<file path="src/rtl/mem_xbar_n_pkg.sv">
// Shared types and default address map for the N-target data crossbar.
// FSM state encoding plus a small width helper.
package mem_xbar_n_pkg;

  typedef enum logic [1:0] {
    S_IDLE = 2'd0,
    S_WAIT = 2'd1,
    S_RESP = 2'd2,
    S_ERR  = 2'd3
  } xbar_state_e;

  localparam logic [29:0] XBAR_DMEM_START = 30'h0000_0000;
  localparam logic [29:0] XBAR_DMEM_LIMIT = 30'h0000_0FFF;
  localparam logic [29:0] XBAR_MMIO_START = 30'h0000_1000;
  localparam logic [29:0] XBAR_MMIO_LIMIT = 30'h0000_10FF;

  function automatic int idx_w(input int n);
    return (n > 1) ? $clog2(n) : 1;
  endfunction

endpackage

</file>
<file path="src/rtl/mem_xbar_n_addr_decode.sv">
// Priority address decoder: lowest-index region containing
// the address wins; also yields the region-relative offset.
module mem_xbar_n_addr_decode
  import mem_xbar_n_pkg::*;
#(
  parameter int N_TGT  = 2,
  parameter int ADDR_W = 30,
  parameter int IDX_W  = idx_w(N_TGT),
  parameter logic [N_TGT*ADDR_W-1:0] START = '0,
  parameter logic [N_TGT*ADDR_W-1:0] LIMIT = '0
) (
  input  logic [ADDR_W-1:0] i_addr,
  output logic              o_hit,
  output logic [IDX_W-1:0]  o_idx,
  output logic [ADDR_W-1:0] o_offset
);

  // Scan high to low so the lowest matching index overwrites last.
  always_comb begin
    logic [ADDR_W-1:0] base;
    logic [ADDR_W-1:0] span;
    logic [ADDR_W-1:0] off;
    o_hit    = 1'b0;
    o_idx    = '0;
    o_offset = '0;
    base     = '0;
    span     = '0;
    off      = '0;
    for (int i = N_TGT - 1; i >= 0; i--) begin
      base = START[i*ADDR_W +: ADDR_W];
      span = LIMIT[i*ADDR_W +: ADDR_W] - base;
      off  = i_addr - base;
      if (off <= span) begin
        o_hit    = 1'b1;
        o_idx    = IDX_W'(i);
        o_offset = off;
      end
    end
  end

endmodule

</file>
<file path="src/rtl/mem_xbar_n.sv">
// Core data port to N address-decoded targets with wait states,
// one-cycle registered read return and unmapped/timeout errors.
module mem_xbar_n
  import mem_xbar_n_pkg::*;
#(
  parameter int N_TGT  = 2,
  parameter int ADDR_W = 30,
  parameter int DATA_W = 32,
  parameter logic [N_TGT*ADDR_W-1:0] TGT_START = '0,
  parameter logic [N_TGT*ADDR_W-1:0] TGT_LIMIT = '0,
  parameter int TIMEOUT = 16
) (
  input  logic                    clk,
  input  logic                    rst_n,
  input  logic                    i_req,
  input  logic [ADDR_W-1:0]       i_addr,
  input  logic [DATA_W-1:0]       i_data,
  input  logic [DATA_W/8-1:0]     i_mask,
  input  logic                    i_wren,
  output logic [DATA_W-1:0]       o_data,
  output logic                    o_ready,
  output logic                    o_err,
  output logic [ADDR_W-1:0]       o_tgt_addr,
  output logic [DATA_W-1:0]       o_tgt_data,
  output logic [DATA_W/8-1:0]     o_tgt_mask,
  output logic [N_TGT-1:0]        o_tgt_sel,
  output logic [N_TGT-1:0]        o_tgt_wren,
  input  logic [N_TGT*DATA_W-1:0] i_tgt_data,
  input  logic [N_TGT-1:0]        i_tgt_ready
);

  localparam int IDX_W  = idx_w(N_TGT);
  localparam int CNT_W  = (TIMEOUT > 1) ? $clog2(TIMEOUT) : 1;
  localparam int LAST_I = (TIMEOUT > 0) ? TIMEOUT - 1 : 0;
  localparam logic [CNT_W-1:0] CNT_LAST = CNT_W'(LAST_I);

  xbar_state_e       state_q, state_d;
  logic [IDX_W-1:0]  idx_q, idx_d;
  logic              wr_q, wr_d;
  logic [CNT_W-1:0]  cnt_q, cnt_d;

  logic              dec_hit;
  logic [IDX_W-1:0]  dec_idx;
  logic [ADDR_W-1:0] dec_off;

  logic              strobe;
  logic              strobe_wr;
  logic [IDX_W-1:0]  use_idx;
  logic [N_TGT-1:0]  onehot;

  mem_xbar_n_addr_decode #(
    .N_TGT  (N_TGT),
    .ADDR_W (ADDR_W),
    .IDX_W  (IDX_W),
    .START  (TGT_START),
    .LIMIT  (TGT_LIMIT)
  ) u_dec (
    .i_addr   (i_addr),
    .o_hit    (dec_hit),
    .o_idx    (dec_idx),
    .o_offset (dec_off)
  );

  assign o_tgt_addr = dec_off;
  assign o_tgt_data = i_data;
  assign o_tgt_mask = i_mask;
  assign onehot     = N_TGT'(1) << use_idx;

  // Next-state, strobe and response logic of the transaction FSM.
  always_comb begin
    state_d   = state_q;
    idx_d     = idx_q;
    wr_d      = wr_q;
    cnt_d     = cnt_q;
    strobe    = 1'b0;
    strobe_wr = 1'b0;
    use_idx   = idx_q;
    o_ready   = 1'b0;
    o_err     = 1'b0;
    o_data    = '0;
    unique case (state_q)
      S_IDLE: begin
        if (i_req) begin
          if (!dec_hit) begin
            state_d = S_ERR;
          end else begin
            strobe    = 1'b1;
            strobe_wr = i_wren;
            use_idx   = dec_idx;
            idx_d     = dec_idx;
            wr_d      = i_wren;
            cnt_d     = '0;
            if (i_tgt_ready[dec_idx]) begin
              state_d = S_RESP;
            end else begin
              state_d = S_WAIT;
            end
          end
        end
      end
      S_WAIT: begin
        if (!i_req) begin
          state_d = S_IDLE;
        end else if (TIMEOUT > 0 &&
                     cnt_q == CNT_LAST) begin
          state_d = S_ERR;
        end else begin
          strobe    = 1'b1;
          strobe_wr = wr_q;
          if (i_tgt_ready[idx_q]) begin
            state_d = S_RESP;
          end else if (TIMEOUT > 0) begin
            cnt_d = cnt_q + 1'b1;
          end
        end
      end
      S_RESP: begin
        o_ready = 1'b1;
        if (!wr_q) begin
          o_data = i_tgt_data[idx_q*DATA_W +: DATA_W];
        end
        state_d = S_IDLE;
      end
      S_ERR: begin
        o_ready = 1'b1;
        o_err   = 1'b1;
        state_d = S_IDLE;
      end
      default: begin
        state_d = S_IDLE;
      end
    endcase
  end

  // Strobes are forced low while reset is held, even mid-request.
  always_comb begin
    o_tgt_sel  = '0;
    o_tgt_wren = '0;
    if (strobe && rst_n) begin
      o_tgt_sel = onehot;
      if (strobe_wr) begin
        o_tgt_wren = onehot;
      end
    end
  end

  // State, latched target index, direction and wait counter.
  always_ff @(posedge clk or negedge rst_n) begin
    if (!rst_n) begin
      state_q <= S_IDLE;
      idx_q   <= '0;
      wr_q    <= 1'b0;
      cnt_q   <= '0;
    end else begin
      state_q <= state_d;
      idx_q   <= idx_d;
      wr_q    <= wr_d;
      cnt_q   <= cnt_d;
    end
  end

endmodule

</file>
<file path="config.mk">
export PLATFORM = sky130hd
export DESIGN_NAME = mem_xbar_n
export DESIGN_NICKNAME = d
export VERILOG_FILES = /design/src/rtl/mem_xbar_n_pkg.sv /design/src/rtl/mem_xbar_n_addr_decode.sv /design/src/rtl/mem_xbar_n.sv
export SDC_FILE = /design/constraint.sdc
export NUM_CORES = 1
export LEC_CHECK = 0
export ABC_CLOCK_PERIOD_IN_PS = 1400
export BUFFER_PORTS_ARGS = -buffer_cell sky130_fd_sc_hd__buf_2
export CORE_AREA = 2 2 93 95
export DETAILED_ROUTE_END_ITERATION = 7
export DIE_AREA = 0 0 95 97
export SETUP_SLACK_MARGIN = 0.5
export SLEW_MARGIN = 5
export SYNTH_ARGS = -nofsm -noshare
export SYNTH_HDL_FRONTEND = slang
export SYNTH_SLANG_ARGS = --single-unit
</file>
<file path="constraint.sdc">
create_clock -name clk -period 1.4 [get_ports clk]
set_input_delay 0.14 -clock clk [delete_from_list [all_inputs] [get_ports clk]]
set_output_delay 0.14 -clock clk [all_outputs]
set_load 0.05 [all_outputs]
</file>
Word-level counts from Yosys, hierarchy flattened
Cells that the tools add are included. Widths: inputs -> output; s select.

Output and inout bits: 104. Bits in registers: 8.

Mux-type cells: 37. Reduce and logical (&&, ||, !) cells: 7. Eq/ne operators: 10. Add/subtract/negate cells: 1. Shifts and indexed selects: 2. Order comparisons: 2.

Operator list (number): $mux 32 (2); $shiftx 64x7->32 (1); $le 30x1->1 const B (1); $mux 30 (1); $mux 4 (5); $mux 2 (9); $mux 1 (16); $ne 2x2->1 const B (5); $pmux 4 s2 (1); $pmux 2 s3 (1); $reduce_and 6->1 (1); $add 4x1->4 const B (1); $eq 2x2->1 const B (2); $eq 4x4->1 const B (1); $ne 4x4->1 const B (1); $pmux 1 s2 (2); $reduce_and 3->1 (1); $eq 2x1->1 const B (1); $logic_not 2->1 (1); $lt 1x2->1 const B (1); $reduce_and 2->1 (1); $reduce_bool 2->1 (1); $reduce_or 2->1 (1); $shl 1x1->2 const A (1); $logic_and 1x1->1 (1).

Logic depth before layout (Yosys ltp)
Gate-level depths: netlist of run 1.

Depth in word-level cells: 8. Gate-level depth with buffers: 6. Gate-level depth less buffers: 5.

Cells and area by module
From an unflattened synthesis of run 1, not the netlist that was laid out.

Cell total of the unflattened synthesis: 204. Area total of the unflattened synthesis: 1616.6 um^2.

By module, submodules not included: mem_xbar_n (area each 1310.0 um^2, times used 1, cells each 161); mem_xbar_n_addr_decode (area each 306.5 um^2, times used 1, cells each 43).

Worst setup path after synthesis of run 1
No wires, ideal clock.

Path kind: register to output. Start point: register cnt_q[0]. End point: output port o_tgt_wren[0]. Buffers on the path: 1. Path slack: -1046 ps. Cell stages (with the launch flop): 7. Data arrival time: 2306 ps. Path through: dfrtp_1 ha_1 and3_1 buf_2 o21ai_0 a21oi_1 nor3b_1.

Word-level cells in the longest chain between the ends: 6.

RTL lines: start, declared (RTL line mem_xbar_n.sv:40) `logic [CNT_W-1:0] cnt_q, cnt_d;`; start signal, assigned (RTL line mem_xbar_n.sv:158) `cnt_q <= cnt_d;`; $eq 4x4->1 * (RTL line mem_xbar_n.sv:105) `cnt_q == CNT_LAST) begin`; $mux 1 (RTL line mem_xbar_n.sv:104) `end else if (TIMEOUT > 0 &&`; $mux 1 (RTL line mem_xbar_n.sv:102) `if (!i_req) begin`; $pmux 1 s2 (RTL line mem_xbar_n.sv:81) `unique case (state_q)`; $mux 2 / $logic_and 1x1->1 (equally long branches) (RTL line mem_xbar_n.sv:141, mem_xbar_n.sv:139); $mux 2 * (RTL line mem_xbar_n.sv:139) `if (strobe && rst_n) begin`; end, declared (RTL line mem_xbar_n.sv:27) `output logic [N_TGT-1:0] o_tgt_wren,`.

Every way passes the cells marked *; elsewhere a longest branch is shown, timed or not.

Final worst setup path of run 1
Start point: register state_q[1]. End point: output port o_data[16].

Word-level cells in the longest chain between the ends: 2.

RTL lines: start, declared (RTL line mem_xbar_n.sv:37) `xbar_state_e state_q, state_d;`; start signal, assigned (RTL line mem_xbar_n.sv:155) `state_q <= state_d;`; $eq 2x2->1 (RTL line mem_xbar_n.sv:81); $mux 32 (RTL line mem_xbar_n.sv:81); end, declared (RTL line mem_xbar_n.sv:20) `output logic [DATA_W-1:0] o_data,`.

Every way passes these cells.

==> results of run 1 <==
## power by group through the flow
stage,clock network (mW),registers (mW),logic (mW)
after detailed placement,0,0.358,2.65
after CTS,0.311,0.358,3.03
final,0.305,0.358,3.25
after floorplan,0,0.375,2.32
after global routing,0.323,0.363,3.44
after global placement,0,0.356,2.60
## cell type report
cell class | count | area, µm² | area share
Clock buffer | 4 | 45.0 | 0.0141
Inverter | 3 | 11.3 | 0.00353
Multi-Input combinational cell | 159 | 1430 | 0.449
Sequential cell | 8 | 201 | 0.0632
Tap cell | 105 | 131 | 0.0412
Timing Repair Buffer | 169 | 1370 | 0.429
## flip-flops by register name (all words and copies together) (netlist names)
register	count
cnt_q	4
state_q	2
idx_q	1
wr_q	1
## critical path: stages (launching register included)
cell,delay [ns]
sky130_fd_sc_hd__dfrtp_1,0.38
sky130_fd_sc_hd__inv_2,0.05
sky130_fd_sc_hd__or3_4,0.46
sky130_fd_sc_hd__buf_12,0.20
sky130_fd_sc_hd__nor2_4,0.12
sky130_fd_sc_hd__buf_8,0.15
## placed cells by master, fill, tap and decap left out, drive strengths merged
cell,count
a211oi,1
a21oi,2
a221oi,1
a31oi,1
and2,2
and3,1
buf,167
clkbuf,5
conb,30
dfrtp,8
dlygate4sd3,1
ha,1
inv,3
mux2,2
mux2i,33
nand2,9
nand2b,1
nand3,2
nand4,3
nor2,41
nor2b,2
nor3,2
nor3b,1
nor4,11
o211ai,3
o21a,2
o21ai,4
o21bai,2
o31a,1
or3,1
## stage by stage
stage	instance area (µm²)	worst slack, ns	std cells
global route	3190	-0.416	448
floorplan	2150	-0.398	250
global placement	2570	-0.246	438
CTS	2950	-0.355	446
finish	3190	-0.337	448
detailed placement	2570	-0.270	438
## worst max path at each step
stage,from,to,cells after the start
after floorplan,state_q[1]$_DFFE_PN0P_,o_data[0],5
after global placement,i_addr[14],o_tgt_wren[0],6
after detailed placement,i_addr[10],o_tgt_wren[0],6
after CTS,cnt_q[0]$_DFFE_PN0P_,o_tgt_wren[0],6
after global routing,cnt_q[0]$_DFFE_PN0P_,o_tgt_wren[0],6
final,state_q[1]$_DFFE_PN0P_,o_data[16],5
## kinds of logic after synthesis
kind of cell,synth area share
buf+inv,0.342
compound gates,0.0684
mux,0.214
other cells,0.00225
flops,0.120
fa+ha+maj,0.00752
simple gates,0.245
## repair_timing
item                       in CTS  in global routing
setup buffers                   3                  1
gates cloned                    0                  1
setup endpoints to repair      46                 46
hold endpoints to repair        8                  0
pin swaps                       5                 20
resized for setup              91                 41
hold buffers                    1                  0
## metal layers
layer | vias up | global-route usage | part of all wire
met5 | - | 0 | 0
met1 | 854 | 0.107 | 0.32
met2 | 106 | 0.236 | 0.58
li1 | 891 | - | -
met4 | 0 | 0.0212 | 0.0037
met3 | 6 | 0.0218 | 0.093
==> key figures, run 1 <==
Run status
  – Run status: finished, violations left
  – Violated checks: setup timing

Pwr
  – Portion of total power attributed to sequential cells: 0.091
  – Clock network fraction of total power: 0.078
  – Portion of total power attributed to combinational logic: 0.831
  – Pwr Total: 3.91 mW
  – Pint: between 1.5 and 2 mW
  – Psw: approximately 2.0 mW
  – Leakage power of the design: approximately 1.4 nW
  – Fraction of power spent switching nets: 0.521
  – Power per unit of standard cell area: roughly 1200 mW/mm²
  – Worst ir drop on vdd: a little under 0.7 mV

Clocking
  – Clock-pin transition on the worst setup and hold timing paths: 0.05 ns
  – Number of levels in the clock H-tree: 1
  – Clock buffer depth: 2
  – Worst skew pair latency: between 0.2 and 0.25 ns
  – Cell chosen for the clock root: sky130_fd_sc_hd__clkbuf_8
  – Sink count of the clock tree: 8
  – CTS tree: built
  – TritonCTS buffer count: 3

STA
  – Peak clock frequency supported by timing: ~580 MHz
  – Final worst path period share: 1.24
  – Final Max Slew Viols: 0
  – Final Skew: 0.00506 ns
  – Setup Total Neg Slack: -11.22 ns
  – Final worst hold slack: between 0.15 and 0.2 ns
  – Unrepaired setup endpoints after global routing: true
  – Fin. Hold Viols: 0
  – Time the final worst path needs with I/O delays and setup: roughly 1.7 ns
  – Setup slack after layout: -0.337 ns
  – Setup-violating endpoint count in the final report: 41

Synthesis
  – Synth top area share: 0.298
  – Post-synthesis sequential area ratio: 0.120
  – Share of synthesized registers carrying an async set or reset: 1.00
  – List of most frequent post-synthesis cells: sky130_fd_sc_hd__buf_4, sky130_fd_sc_hd__nor2_1, sky130_fd_sc_hd__mux2i_1, sky130_fd_sc_hd__nand2_1
  – Cell type with the largest total area after synthesis: sky130_fd_sc_hd__buf_4
  – Count of mapped cells out of synthesis: 221
  – Number of enable flip-flop cells after synthesis: 0
  – Synth area leaders: sky130_fd_sc_hd__buf_4, sky130_fd_sc_hd__mux2i_1, sky130_fd_sc_hd__dfrtp_1, sky130_fd_sc_hd__nor2_1, sky130_fd_sc_hd__nor4_4
  – Synth unique cells: 36
  – Register bit count reported by yosys: 8
  – Count leader, synth: sky130_fd_sc_hd__buf_4
  – Syn_area_per_cell: 7.53 µm²
  – Most used flip-flop cell after synthesis: sky130_fd_sc_hd__dfrtp_1
  – Count of yosys warnings during synthesis: 0
  – Mapped cell area: 0.00166 mm²

Floorplanning
  – Area of the die: approximately 0.009 mm²
  – Cell row count: 33
  – Die Y-Extent: slightly below 100 µm
  – Ports placed on the boundary: 240
  – Placeable Area: just over 0.008 mm²
  – Effective utilization at floorplan: 0.205
  – Die extent in x: about 95 µm

Worst setup path
  – Endpoint arrival time on the critical path: around 1.6 ns
  – Critical Path Start Type: flop
  – Element type at the critical path end: output port
  – Critical R2R Capture: cnt_q[3]$_DFFE_PN0P_
  – Required time of the worst setup path: approximately 1.3 ns
  – Reg-to-reg slack, setup: -0.14 ns
  – Path depth of the worst reg2reg path: 6
  – Worst setup path class: flop to output port
  – Highest net fanout along the worst path: 13
  – Startpoint of the worst register-to-register path: cnt_q[0]$_DFFE_PN0P_

Routing
  – Detailed Route Iter0 Violations: 36
  – DRC violation count after routing: 0
  – Antenna Violating Nets Remaining: 0
  – Vias: approximately 1900
  – First-pass iteration count of the detailed router: 4
  – Detailed-route wire length: ~6100 µm
  – Via density per instance: 4.15
  – Post-DR wirelength/cell: 13.7 µm

Hold path
  – Hold WC Path Type: input pin to flop
  – Worst Min Path Start: i_wren
  – Worst Hold Path Cells: 2
  – Endpoint of the worst hold-timing path: wr_q$_DFFE_PN0P_

Global route
  – Grt total ovfl: 0
  – Pin count of the biggest net entering global routing: 24
  – Global-route wire length before repair: 8380 µm
  – Number of global-route vias before repair: between 1500 and 2000
  – Initial antenna violation count: 0
  – All-Layer GR Usage: 0.112

Run
  – Max-cap violations: 0

Layout
  – Share of cells above drive strength 1: 0.688
  – Number of nets at the end of the flow: approximately 480
  – Final core area utilization: 0.392
  – Final antenna diode count: 0
  – Filler Cells Inserted: 827
  – Syn-to-layout area delta: 91.7%

Place
  – Final weighted congestion in routability-driven placement: 0.781
  – IO buf count: approximately 140
  – Placed wire-length estimate after detailed placement: around 4700 µm
(Power assumes the default switching activity.)
==> inputs of run 2 (changes only) <==
- ABC_AREA: default -> 1
- CORE_AREA: 2 2 93 95 -> 2 2 92 94
- DIE_AREA: 0 0 95 97 -> 0 0 94 96
- SKIP_CTS_REPAIR_TIMING: default -> 1
==> run 2 against run 1 <==
Net effect: the flow still finishes with violations (setup timing); non-clock buffer count grew 3; largest power group unchanged; critical path type unchanged; global-route usage shrank 0.58 points; count of clock-buffer cells in the layout shrank 1; cell count grew 15%; largest cell class unchanged; clock power shrank 5%; routed wire length shrank 3.1%; first-iteration DRC count shrank 19%.
==> key figures, run 2 <==
Layout
  – Footprint of the multi-input gates: 0.00139 mm² (-2.7%)
  – Registers with the most flip-flops: cnt_q: 4 flops, state_q: 2 flops
  – Number of nets at the end of the flow: 549 (+14%)
  – Number of flip-flops in the largest register: 4 (unchanged)
  – Leading cell type in the layout, fill and taps excluded: sky130_fd_sc_hd__buf_2
  – Final core area utilization: 0.390 (-0.00204)
  – Final antenna diode count: 0 (unchanged)
  – Share of cells above drive strength 1: 0.578 (-0.110)
  – Area taken by flip-flops and latches: 201 µm² (unchanged)
  – Syn-to-layout area delta: 97.6%
  – Post-route cell area: 0.00314 mm² (-1.5%)
  – Top library cells by usage in the layout, fill and taps aside: sky130_fd_sc_hd__buf_2, sky130_fd_sc_hd__nand2_1, sky130_fd_sc_hd__buf_6
  – Final cell count without fillers: 515 (+15%)
  – Biggest register: cnt_q
  – Filler Cells Inserted: 852 (+3.0%)

Hold path
  – Hold WC Path Type: input pin to flop

Worst setup path
  – Highest net fanout along the worst path: 2 (-11)
  – Kind of cell adding the most delay to the critical path: simple AND/OR/NAND/NOR gates
  – Worst setup path class: flop to output port
  – Buffers & Inverters on Critical Path: 1 (-2)
  – Endpoint arrival time on the critical path: 1.57 ns (-0.03 ns)
  – Required time of the worst setup path: 1.26 ns (about the same)
  – Element type at the critical path end: output port
  – Reg-to-reg slack, setup: -0.01 ns (+0.13 ns)
  – CP max stage delay: 0.38 ns (-0.08 ns)
  – Crit path cell chain: ha_2 > nand2_2 > nor2_2 > nand2_2 > nand3_2 > nor2_4 > nand2_4 > nor2_4 > buf_8
  – Critical Path Start Type: flop
  – Cell with the largest stage delay on the worst path: sky130_fd_sc_hd__dfrtp_1

STA
  – Peak clock frequency supported by timing: 585 MHz (+1.6%)
  – Final worst path period share: 1.22 (-0.0197)
  – Final Max Slew Viols: 0 (unchanged)
  – Final worst hold slack: 0.213 ns (+0.0241 ns)
  – Unrepaired setup endpoints after global routing: true
  – Time the final worst path needs with I/O delays and setup: 1.71 ns (-0.0275 ns)
  – Fin. Hold Viols: 0 (unchanged)
  – Setup slack after layout: -0.310 ns (+0.0275 ns)
  – Setup Total Neg Slack: -9.34 ns (+1.88 ns)
  – Setup-violating endpoint count in the final report: 40 (-2.4%)
  – Final Skew: 0.000306 ns (-0.00476 ns)

Synthesis
  – Synth area leaders: sky130_fd_sc_hd__buf_4, sky130_fd_sc_hd__nand2_1, sky130_fd_sc_hd__dfrtp_1, sky130_fd_sc_hd__a21oi_1, sky130_fd_sc_hd__nor2_1
  – Synth top area share: 0.312 (+0.0141)
  – Cell type with the largest total area after synthesis: sky130_fd_sc_hd__buf_4
  – Mapped cell area: 0.00159 mm² (-4.5%)
  – Post-synthesis sequential area ratio: 0.126 (+0.00568)
  – Count leader, synth: sky130_fd_sc_hd__nand2_1
  – Syn_area_per_cell: 5.61 µm² (-25%)
  – Register bit count reported by yosys: 8 (unchanged)
  – Synth unique cells: 22 (-39%)
  – List of most frequent post-synthesis cells: sky130_fd_sc_hd__nand2_1, sky130_fd_sc_hd__buf_4, sky130_fd_sc_hd__a21oi_1, sky130_fd_sc_hd__nor2_1, sky130_fd_sc_hd__inv_1
  – Share of synthesized registers carrying an async set or reset: 1.00 (unchanged)
  – Count of mapped cells out of synthesis: 283 (+28%)
  – Number of enable flip-flop cells after synthesis: 0 (unchanged)
  – Count of yosys warnings during synthesis: 0 (unchanged)
  – Most used flip-flop cell after synthesis: sky130_fd_sc_hd__dfrtp_1

Place
  – Final weighted congestion in routability-driven placement: 0.814 (+4.3%)
  – Placed wire-length estimate after detailed placement: 4480 µm (-4.5%)
  – Cell count after placement: 505 (+15%)
  – IO buf count: 137 (unchanged)
  – DP Area: 0.00259 mm² (+0.83%)

Routing
  – Detailed Route Iter0 Violations: 29 (-19%)
  – Via density per instance: 4.02 (-2.9%)
  – Vias: 2072 (+12%)
  – Post-DR wirelength/cell: 11.6 µm (-16%)
  – Detailed-route wire length: 5950 µm (-3.1%)
  – DRC violation count after routing: 0 (unchanged)
  – Antenna Violating Nets Remaining: 0 (unchanged)
  – First-pass iteration count of the detailed router: 4 (unchanged)

Global route
  – Global-route wire length before repair: 7910 µm (-5.5%)
  – Pin count of the biggest net entering global routing: 24 (unchanged)
  – Initial antenna violation count: 0 (unchanged)
  – Number of global-route vias before repair: 1833 (+2.1%)
  – Grt total ovfl: 0 (unchanged)
  – All-Layer GR Usage: 0.106 (-0.00582)

Floorplanning
  – Area of the die: 0.00902 mm² (-2.1%)
  – Placeable Area: 0.00805 mm² (-1.0%)
  – Cell row count: 33 (unchanged)
  – Die extent in x: 94 µm (-1.1%)
  – Ports placed on the boundary: 240 (unchanged)
  – Effective utilization at floorplan: 0.197 (-0.00723)
  – Die Y-Extent: 96 µm (-1.0%)

Clocking
  – Number of levels in the clock H-tree: 1 (unchanged)
  – Clock-pin transition on the worst setup and hold timing paths: 0.05 ns (about the same)
  – Clock buffer depth: 2 (unchanged)
  – CTS tree: built
  – Sink count of the clock tree: 8 (unchanged)
  – TritonCTS buffer count: 3 (unchanged)
  – Worst skew pair latency: 0.23 ns (about the same)
  – Cell chosen for the clock root: sky130_fd_sc_hd__clkbuf_8

Run
  – Max-cap violations: 0 (unchanged)

Pwr
  – Leakage power of the design: 1.51 nW (+9.5%)
  – Power per unit of standard cell area: 1490 mW/mm² (+21%)
  – Worst ir drop on vdd: 0.950 mV (+38%)

Run status
  – Violated checks: setup timing
  – Run status: finished, violations left
## run 2: where the power goes
group | switching [mW] | internal, mW | leakage [nW]
Clock | 0.102 | 0.187 | 0.0216
Combinational | 2.40 | 1.63 | 1.39
Sequential | 0.0719 | 0.285 | 0.101
Total | 2.57 | 2.10 | 1.51
## run 2: kinds of logic after synthesis
logic type,share of synthesized area
and+or+nand+nor,0.350
buffers and inverters,0.371
AOI/OAI and AO/OA,0.138
DFF,0.126
xor gates and xnor gates,0.00551
adders and majority gates,0.00787
other,0.00236
## run 2: worst min-delay path, stage by stage
cell                      delay (ns)
sky130_fd_sc_hd__buf_2          0.09
sky130_fd_sc_hd__inv_1          0.08
sky130_fd_sc_hd__o21ai_1        0.08
## run 2: path summary, 6_finish.rpt
kind                                           start                     end  cells past startpoint
worst max-delay path            cnt_q[1]$_DFFE_PN0P_           o_tgt_wren[1]                      9
worst min-delay path                          i_wren        wr_q$_DFFE_PN0P_                      3
min in group asynchronous                      rst_n    cnt_q[1]$_DFFE_PN0P_                      3
worst min register to register  cnt_q[2]$_DFFE_PN0P_    cnt_q[2]$_DFFE_PN0P_                      3
worst max register to register  cnt_q[1]$_DFFE_PN0P_    cnt_q[2]$_DFFE_PN0P_                     10
max in group asynchronous                      rst_n  state_q[1]$_DFFE_PN0P_                      3
## run 2: per-layer routing
layer,routed length [µm],vias up,track usage
met4,17,0,0.0290
met2,3310,80,0.200
met5,0,-,0
met3,385,4,0.0204
met1,2240,952,0.123
li1,-,1036,-
## run 2: per-stage QoR
| step | setup slack [ns] | power [mW] |
|---|---|---|
| after floorplan | -0.0668 | 2.96 |
| after global placement | -0.206 | 3.35 |
| after detailed placement | -0.216 | 3.36 |
| after CTS | -0.462 | 3.68 |
| after global routing | -0.405 | 4.92 |
| final | -0.310 | 4.68 |
## run 2: layout make-up
type	instances	share of cell area
clock buffer	3	0.0131
inverter	12	0.0167
multi-input combinational	215	0.443
sequential	8	0.0641
tap	105	0.0418
timing repair buffer	172	0.421
==> inputs of run 3 (changes only) <==
- PLACE_DENSITY: default -> 0.63
==> run 3 against run 2 <==
Net effect: the flow still finishes with violations (setup timing); maximum frequency is 1.3% lower; worst setup slack worse by 0.023 ns; clock power is 1% higher; utilization is 0.57 points lower; combinational power is 3% lower; sequential share of layout area is 0.096 points higher; total power is 3.3% lower; cell count is 0.78% lower; non-clock buffer count is 4 lower; routed wire length is 0.76% higher; sequential power is 5.9% lower; critical path type unchanged; critical endpoint unchanged.
==> key figures, run 3 (synthesized netlist as in run 2, its figures left out) <==
STA
  – Setup-violating endpoint count in the final report: 40 (unchanged)
  – Final worst path period share: 1.24 (+0.0162)
  – Final Skew: 0.00106 ns (+0.000755 ns)
  – Final Max Slew Viols: 0 (unchanged)
  – Time the final worst path needs with I/O delays and setup: 1.73 ns (+0.0227 ns)
  – Peak clock frequency supported by timing: 577 MHz (-1.3%)
  – Unrepaired setup endpoints after global routing: true
  – Final worst hold slack: 0.224 ns (+0.0111 ns)
  – Setup slack after layout: -0.332 ns (-0.0227 ns)
  – Fin. Hold Viols: 0 (unchanged)

Routing
  – Detailed-route wire length: 6000 µm (+0.76%)
  – Detailed Route Iter0 Violations: 33 (+14%)
  – Via density per instance: 4.08 (+1.5%)
  – DRC violation count after routing: 0 (unchanged)
  – First-pass iteration count of the detailed router: 4 (unchanged)
  – Vias: 2087 (+0.72%)
  – Antenna Violating Nets Remaining: 0 (unchanged)
  – Post-DR wirelength/cell: 11.7 µm (+1.5%)

Global route
  – All-Layer GR Usage: 0.109 (+0.00271)
  – Number of global-route vias before repair: 1898 (+3.5%)
  – Global-route wire length before repair: 7990 µm (+0.96%)
  – Pin count of the biggest net entering global routing: 33 (+38%)
  – Initial antenna violation count: 0 (unchanged)
  – Grt total ovfl: 0 (unchanged)

Floorplanning
  – Die extent in x: 94 µm (unchanged)
  – Area of the die: 0.00902 mm² (unchanged)
  – Die Y-Extent: 96 µm (unchanged)
  – Placeable Area: 0.00805 mm² (unchanged)
  – Cell row count: 33 (unchanged)
  – Ports placed on the boundary: 240 (unchanged)
  – Effective utilization at floorplan: 0.197 (unchanged)

Clocking
  – Sink count of the clock tree: 8 (unchanged)
  – Cell chosen for the clock root: sky130_fd_sc_hd__clkbuf_8
  – TritonCTS buffer count: 3 (unchanged)
  – Clock-pin transition on the worst setup and hold timing paths: 0.05 ns (about the same)
  – Clock buffer depth: 2 (unchanged)
  – CTS tree: built
  – Worst skew pair latency: 0.23 ns (about the same)
  – Number of levels in the clock H-tree: 1 (unchanged)

Pwr
  – Worst ir drop on vdd: 0.649 mV (-32%)
  – Leakage power of the design: 1.49 nW (-1.9%)
  – Portion of total power attributed to combinational logic: 0.861 (about the same)
  – Fraction of power spent switching nets: 0.562 (+0.0118)
  – Power per unit of standard cell area: 1460 mW/mm² (-1.8%)
  – Clock network fraction of total power: 0.065 (+0.003)
  – Portion of total power attributed to sequential cells: 0.074 (-0.002)
  – Psw: 2.54 mW (-1.2%)
  – Pint: 1.98 mW (-5.8%)

Place
  – IO buf count: 137 (unchanged)
  – Final weighted congestion in routability-driven placement: 0.801 (-1.6%)
  – Worst setup slack after placement: -0.232 ns (-0.0160 ns)
  – Placed wire-length estimate after detailed placement: 4640 µm (+3.5%)

Layout
  – Leading cell type in the layout, fill and taps excluded: sky130_fd_sc_hd__buf_2
  – Final core area utilization: 0.384 (-0.00575)
  – Biggest register: cnt_q
  – Number of flip-flops in the largest register: 4 (unchanged)
  – Number of nets at the end of the flow: 545 (-0.73%)
  – Top library cells by usage in the layout, fill and taps aside: sky130_fd_sc_hd__buf_2, sky130_fd_sc_hd__nand2_1, sky130_fd_sc_hd__buf_6
  – Syn-to-layout area delta: 94.7%
  – Share of cells above drive strength 1: 0.581 (+0.00323)
  – Registers with the most flip-flops: cnt_q: 4 flops, state_q: 2 flops
  – Final antenna diode count: 0 (unchanged)

Worst setup path
  – Critical Path Start Type: flop
  – Endpoint arrival time on the critical path: 1.59 ns (+0.02 ns)
  – Highest net fanout along the worst path: 2 (unchanged)
  – Required time of the worst setup path: 1.26 ns (about the same)
  – Worst setup path class: flop to output port
  – Reg-to-reg slack, setup: -0.04 ns (-0.03 ns)
  – Element type at the critical path end: output port

Hold path
  – Hold WC Path Type: input pin to flop

Run status
  – Run status: finished, violations left
  – Violated checks: setup timing

Run
  – Max-cap violations: 0 (unchanged)
## run 3: final cells by class
cell class                      instances  area [µm²]
Multi-Input combinational cell        215        1390
Timing Repair Buffer                  168        1280
Fill cell                             847        4960
Tap cell                              105         131
Inverter                               12        52.6
Sequential cell                         8         201
Clock buffer                            3        41.3
## run 3: power groups by stage
stage,combinational (mW),clock [mW],sequential [mW]
4_1_cts,3.03,0.287,0.323
3_3_place_gp,2.99,0,0.325
6_report,3.89,0.294,0.336
3_5_place_dp,3.01,0,0.326
2_1_floorplan,2.63,0,0.332
5_1_grt,4.10,0.302,0.343
## run 3: path summary, 6_finish.rpt
kind / start / to / cells past startpoint
min: i_wren / wr_q$_DFFE_PN0P_ / 3
max reg2reg: cnt_q[0]$_DFFE_PN0P_ / cnt_q[0]$_DFFE_PN0P_ / 10
min reg2reg: cnt_q[1]$_DFFE_PN0P_ / cnt_q[1]$_DFFE_PN0P_ / 3
max in group asynchronous: rst_n / state_q[1]$_DFFE_PN0P_ / 3
max: cnt_q[0]$_DFFE_PN0P_ / o_tgt_wren[1] / 9
min in group asynchronous: rst_n / wr_q$_DFFE_PN0P_ / 3
## run 3: metal layers
metal / vias to the layer above / share of wire / track usage
met5: - / 0 / 0
met4: 0 / 0.015 / 0.0374
met3: 9 / 0.10 / 0.0392
met2: 129 / 0.50 / 0.202
met1: 922 / 0.38 / 0.114
li1: 1027 / - / -
## run 3: worst max-delay path, stage by stage, from the launching register on
cell                      delay (ns)
sky130_fd_sc_hd__dfrtp_1        0.38
sky130_fd_sc_hd__ha_2           0.20
sky130_fd_sc_hd__nand2_2        0.07
sky130_fd_sc_hd__nor2_2         0.04
sky130_fd_sc_hd__nand2_2        0.06
sky130_fd_sc_hd__nand3_2        0.09
sky130_fd_sc_hd__nor2_4         0.17
sky130_fd_sc_hd__nand2_4        0.08
sky130_fd_sc_hd__nor2_4         0.11
sky130_fd_sc_hd__buf_12         0.14
## run 3: per-stage QoR
step | area, µm² | std cells | power, mW | setup TNS (ns)
4_1_cts | 2640 | 503 | 3.64 | -8.61
3_5_place_dp | 2590 | 500 | 3.34 | -0.690
2_1_floorplan | 2110 | 312 | 2.96 | -1.26
5_1_grt | 3090 | 511 | 4.74 | -10.37
6_report | 3090 | 511 | 4.53 | -8.52
3_3_place_gp | 2590 | 500 | 3.32 | -0.727
